--- config.mk ---
export PLATFORM = sky130hd
export DESIGN_NAME = mem_bus_ctrl
export DESIGN_NICKNAME = d
export VERILOG_FILES = /design/src/rtl/mem_bus_ctrl.sv
export SDC_FILE = /design/constraint.sdc
export NUM_CORES = 1
export LEC_CHECK = 0
export ABC_AREA = 1
export CAP_MARGIN = 20
export CORE_ASPECT_RATIO = 2
export CORE_MARGIN = 2
export CORE_UTILIZATION = 25
export CTS_BUF_LIST = sky130_fd_sc_hd__clkbuf_4
export DETAILED_ROUTE_END_ITERATION = 6
export PLACE_DENSITY = 0.41
export SLEW_MARGIN = 20
export SYNTH_ARGS = -nofsm -noshare
export SYNTH_HDL_FRONTEND = slang
export SYNTH_SLANG_ARGS = --single-unit
--- constraint.sdc ---
create_clock -name clk -period 3.65 [get_ports clk]
set_input_delay 0.5475 -clock clk [delete_from_list [all_inputs] [get_ports clk]]
set_output_delay 0.5475 -clock clk [all_outputs]
set_load 0.1 [all_outputs]
--- src/rtl/mem_bus_ctrl.sv ---
// mem_bus_ctrl: address decoder and bus controller between the CPU external
// bus and the memory devices (boot ROM, WRAM, cartridge port). Also holds the
// boot-ROM-disable latch at 0xFF50 and the internal HRAM at 0xFF80 upward.
//
// Optional feature macro: MEM_ECHO_EN
//   defined   -> 0xE000-0xFDFF mirrors WRAM (read and write)
//   undefined -> 0xE000-0xFDFF is unmapped
//
// Ports:
//   clk, rst              clock, synchronous active-high reset
//   cpu_addr/cpu_dout     CPU address and write data
//   cpu_din, rd_valid     registered read data and its one-cycle valid pulse
//   mem_oe/mem_wr/mem_cs  CPU read strobe, write strobe, bus-cycle qualifier
//   boot_oe/boot_addr     boot ROM enable and address; boot_dout read data
//   wram_*                WRAM select, read/write enables, address, data
//   cart_cs/cart_dout     cartridge select and read data
//   boot_done             boot ROM disabled (sticky latch)
module mem_bus_ctrl #(
  parameter int unsigned HRAM_DEPTH   = 127,
  parameter logic [7:0]  UNMAPPED_VAL = 8'hFF
) (
  input  logic        clk,
  input  logic        rst,
  input  logic [15:0] cpu_addr,
  input  logic [7:0]  cpu_dout,
  output logic [7:0]  cpu_din,
  input  logic        mem_oe,
  input  logic        mem_wr,
  input  logic        mem_cs,
  output logic        rd_valid,
  output logic        boot_oe,
  output logic [7:0]  boot_addr,
  input  logic [7:0]  boot_dout,
  output logic        wram_cs,
  output logic        wram_oe,
  output logic        wram_wr,
  output logic [12:0] wram_addr,
  output logic [7:0]  wram_din,
  input  logic [7:0]  wram_dout,
  output logic        cart_cs,
  input  logic [7:0]  cart_dout,
  output logic        boot_done
);

  localparam int unsigned HIW = (HRAM_DEPTH > 1) ? $clog2(HRAM_DEPTH) : 1;

  typedef enum logic [2:0] {
    DEV_NONE,
    DEV_BOOT,
    DEV_CART,
    DEV_WRAM,
    DEV_LATCH,
    DEV_HRAM
  } dev_e;

  dev_e           dev;
  logic           rd_req;
  logic           wr_req;
  logic [15:0]    hram_off;
  logic [HIW-1:0] hram_idx;
  logic [7:0]     rd_data;
  logic [7:0]     hram [HRAM_DEPTH];

  // A simultaneous read+write strobe is treated as a write only; reset
  // suppresses every access in its cycle.
  assign rd_req   = ~rst & mem_cs & mem_oe & ~mem_wr;
  assign wr_req   = ~rst & mem_cs & mem_wr;
  assign hram_off = cpu_addr - 16'hFF80;
  assign hram_idx = hram_off[HIW-1:0];

  always_comb begin
    dev = DEV_NONE;
    if (!boot_done && cpu_addr[15:8] == 8'h00)      dev = DEV_BOOT;
    else if (!cpu_addr[15])                         dev = DEV_CART;
    else if (cpu_addr[15:13] == 3'b101)             dev = DEV_CART;
    else if (cpu_addr[15:13] == 3'b110)             dev = DEV_WRAM;
`ifdef MEM_ECHO_EN
    else if (cpu_addr[15:13] == 3'b111 && cpu_addr < 16'hFE00) dev = DEV_WRAM;
`endif
    else if (cpu_addr == 16'hFF50)                  dev = DEV_LATCH;
    else if (cpu_addr >= 16'hFF80 && hram_off < 16'(HRAM_DEPTH)) dev = DEV_HRAM;
  end

  assign boot_oe   = rd_req && dev == DEV_BOOT;
  assign cart_cs   = (rd_req || wr_req) && dev == DEV_CART;
  assign wram_cs   = (rd_req || wr_req) && dev == DEV_WRAM;
  assign wram_oe   = rd_req && dev == DEV_WRAM;
  assign wram_wr   = wr_req && dev == DEV_WRAM;
  assign boot_addr = cpu_addr[7:0];
  assign wram_addr = cpu_addr[12:0];
  assign wram_din  = cpu_dout;

  always_comb begin
    rd_data = UNMAPPED_VAL;
    case (dev)
      DEV_BOOT:  rd_data = boot_dout;
      DEV_CART:  rd_data = cart_dout;
      DEV_WRAM:  rd_data = wram_dout;
      DEV_LATCH: rd_data = {7'h7F, boot_done};
      DEV_HRAM:  rd_data = hram[hram_idx];
      default:   rd_data = UNMAPPED_VAL;
    endcase
  end

  // HRAM contents survive reset; asynchronous read gives write-then-read
  // in consecutive cycles the new value.
  always_ff @(posedge clk) begin
    if (wr_req && dev == DEV_HRAM) hram[hram_idx] <= cpu_dout;
  end

  always_ff @(posedge clk) begin
    if (rst) begin
      cpu_din   <= '0;
      rd_valid  <= 1'b0;
      boot_done <= 1'b0;
    end else begin
      rd_valid <= rd_req;
      if (rd_req) cpu_din <= rd_data;
      if (wr_req && dev == DEV_LATCH && cpu_dout[0]) boot_done <= 1'b1;
    end
  end

endmodule

==> metrics.yaml <==
outcome: "finished, final reports clean"
initial_core_util_pct: 25.1
ys_ff_latch: 1026
synth_cells: 3788
p_leak_nw: 18.9
synth_area_leader_cell: "edfxtp_1"
cts_buffers: 226
vias: 28900
period_share_pct: 91.3
synth_cell_types: 35
clkLatencyLatePin_ns: 1.16
drc: 0
synth.top_cell.area_share_pct: 71.8
power_density_nw_per_um2: 470
ir_worst_vdd_mv: 0.206
grt_pass1_wl_um: 212000
core_area_um2: 169000
pwr-share-seq_pct: 54.6
vias_per_cell: 4.38
gp_congestion: 0.853
firstDrtPassIters: 7
finalMaxSlewViolations: 0
min_path_type: "input pin to flip-flop"
finalHoldViolCount: 0
tritoncts: "built"
port_buffers: 96
setup_viol: 0
r2r_start: "hram[57][7]"
path_buf_inv: 2
first_global_vias: 30200
power.total_mw: 23.7
yosys-top-cells-area: "edfxtp_1 72%, nand2_1 8.5%, nor2_1 7.3%"
maxSlewHeadroom_pct: 31.5
avgSynthCellArea_um2: 11.2
required_ns: 3.10
syn_nets: 3842
ff2ff_path_depth: 14
r2r_end: "cpu_din[7]"
final_common_cell: "edfxtp_1"
critical_path.top_delay_family: "simple AND/OR/NAND/NOR gates"
p_clk_share_pct: 37.9
min_period_ns: 3.33
min_from: "boot_dout[1]"
rsz0062_at_grt: "no"
internal_power_mw: 17.6
antenna_found_initial: 2
drive_above_1_share_pct: 15.3
drtIter0Drc: 1543
p_sw_mw: 6.05
final_nets: 4220
cts-root-buf: "clkbuf_4"
die-area_um2: 173000
post-place-ws_ns: 0.339
crit_slowest_cell: "clkdlybuf4s50_1"
crit_path_start_kind: "input pin"
maxCapViolCount: 0
rows: 214
area_growth_pct: 18.5
cts_setup_buffers: 0
gr-usage-all-layers_pct: 17.1
ctsHtreeMaxLevel: 4
worstPathCellList: "clkdlybuf4s50_1 -> nand2_1 -> nor2_1 -> nand2_1 -> and3_1 -> nand2_4 -> nand3_2 -> nor2_1 -> buf_12"
ant_nets: 0
routedWlPerCell_um: 22.8
die_y_um: 587
finalSetupTns_ns: 0
power_frac_comb_pct: 7.5
wirelength_um: 150000
holdPathStages: 5
grt_overflow: 0
clk_pin_slew_ns: 0.06
worstPathArrival_ns: 2.79
hpwl_um: 98000
max_stage_delay_ns: 0.52
clock-sinks: 1026
worstSetupEndpointType: "output port"
p_sw_share_pct: 25.6
layout_common_cells: "1016 x edfxtp_1, 959 x nand2_1, 829 x nor2_1"
skew_ns: 0.0737
num_io_pins: 97
fmax_mhz: 300
fp.dieW_um: 295
grt_max_degree: 128
r2r_setup_slack_ns: 1.43
syn_area_um2: 42500
ys_seq_area_share_pct: 72.3
finalWorstSetupSlack_ns: 0.317
worstSetupPathType: "input pin to output port"
worstMarginPinSlew_ns: 1.03
synth_warnings: 0
min_to: "cpu_din[1]"
critPathMaxFanout: 9
cts_buffer_depth: 4
layer usage:
metal  global-route usage [%]  up-vias  routed length [µm]
met2                     34.4      699               86200
met5                        0        -                   0
met1                     16.8    14200               51500
li1                         -    13700                   -
met4                     8.48        0                7770
met3                     2.03      314                5020
registers in the layout, indices dropped and copies added (netlist names):
| register | cells |
|---|---|
| hram | 1016 |
| boot_done | 1 |
| cpu_din | 8 |
| rd_valid | 1 |
worst max-delay path by stage:
stage / startpoint / endpoint / cells after the start
floorplan: boot_done / boot_oe / 3
global placement: cpu_addr[2] / cpu_din[3] / 15
detailed placement: cpu_addr[7] / hram[97][3] / 12
CTS: boot_done / boot_done / 1
global route: cpu_addr[6] / cart_cs / 9
finish: cpu_addr[6] / cart_cs / 9
worst register-to-register path, delay by kind of cell (launching register included):
kind | cells | cell delay (ns)
AO/OA/AOI/OAI | 1 | 0.31
buffers and inverters | 2 | 0.14
flip-flops | 1 | 0.33
AND/OR/NAND/NOR | 11 | 1.41
per-stage QoR:
| step | util [%] | instances | hold slack (ns) | instance area (µm²) |
|---|---|---|---|---|
| final | 29.7 | 6605 | 0.123 | 50300 |
| after CTS | 29.7 | 6601 | 0.0148 | 50300 |
| after global placement | 28.0 | 6196 | 0.513 | 47400 |
| after detailed placement | 28.0 | 6196 | 0.516 | 47400 |
| after global routing | 29.7 | 6605 | 0.117 | 50300 |
| after floorplan | - | 3788 | 0.617 | 42500 |
cell families after synthesis:
family | synth area share (%)
DFF | 72.3
xor gates and xnor gates | 0.0619
adders and majority gates | 0.0294
buffers and inverters | 4.72
AOI/OAI and AO/OA | 5.86
and+or+nand+nor | 17.0
final cells by class:
type	count	area [µm²]
Fill cell	17500	119000
Sequential cell	1026	30700
Multi-Input combinational cell	2327	9790
Timing Repair Buffer	358	3340
Tap cell	2268	2840
Clock buffer	315	2360
Inverter	227	872
Clock inverter	80	427
Antenna cell	4	10.0
power by group through the flow:
stage               clock [mW]  sequential [mW]  combinational (mW)
finish                    8.96             12.9                1.77
global route              9.71             12.9                1.89
CTS                       9.28             12.9                1.82
detailed placement           0             13.2                1.80
global placement             0             13.2                1.81
floorplan                    0             13.2               0.838
Yosys cell counts, drive strengths merged:
master / n
a211oi: 1
a21oi: 15
and3: 1
buf: 164
clkbuf: 44
clkinv: 3
dfxtp: 10
edfxtp: 1016
ha: 1
inv: 224
nand2: 960
nand3: 41
nand3b: 3
nand4: 18
nor2: 836
nor3: 10
o2111ai: 3
o21a: 1
o21ai: 262
o21bai: 8
o22a: 8
o22ai: 149
or2: 7
xor2: 3
timing repair:
action,CTS,global route
hold buffers,10,0
gates resized for setup,0,0
endpoints found under the hold margin,221,0
setup endpoints to repair,0,0
No activity file was read; power rests on OpenSTA's default activity.
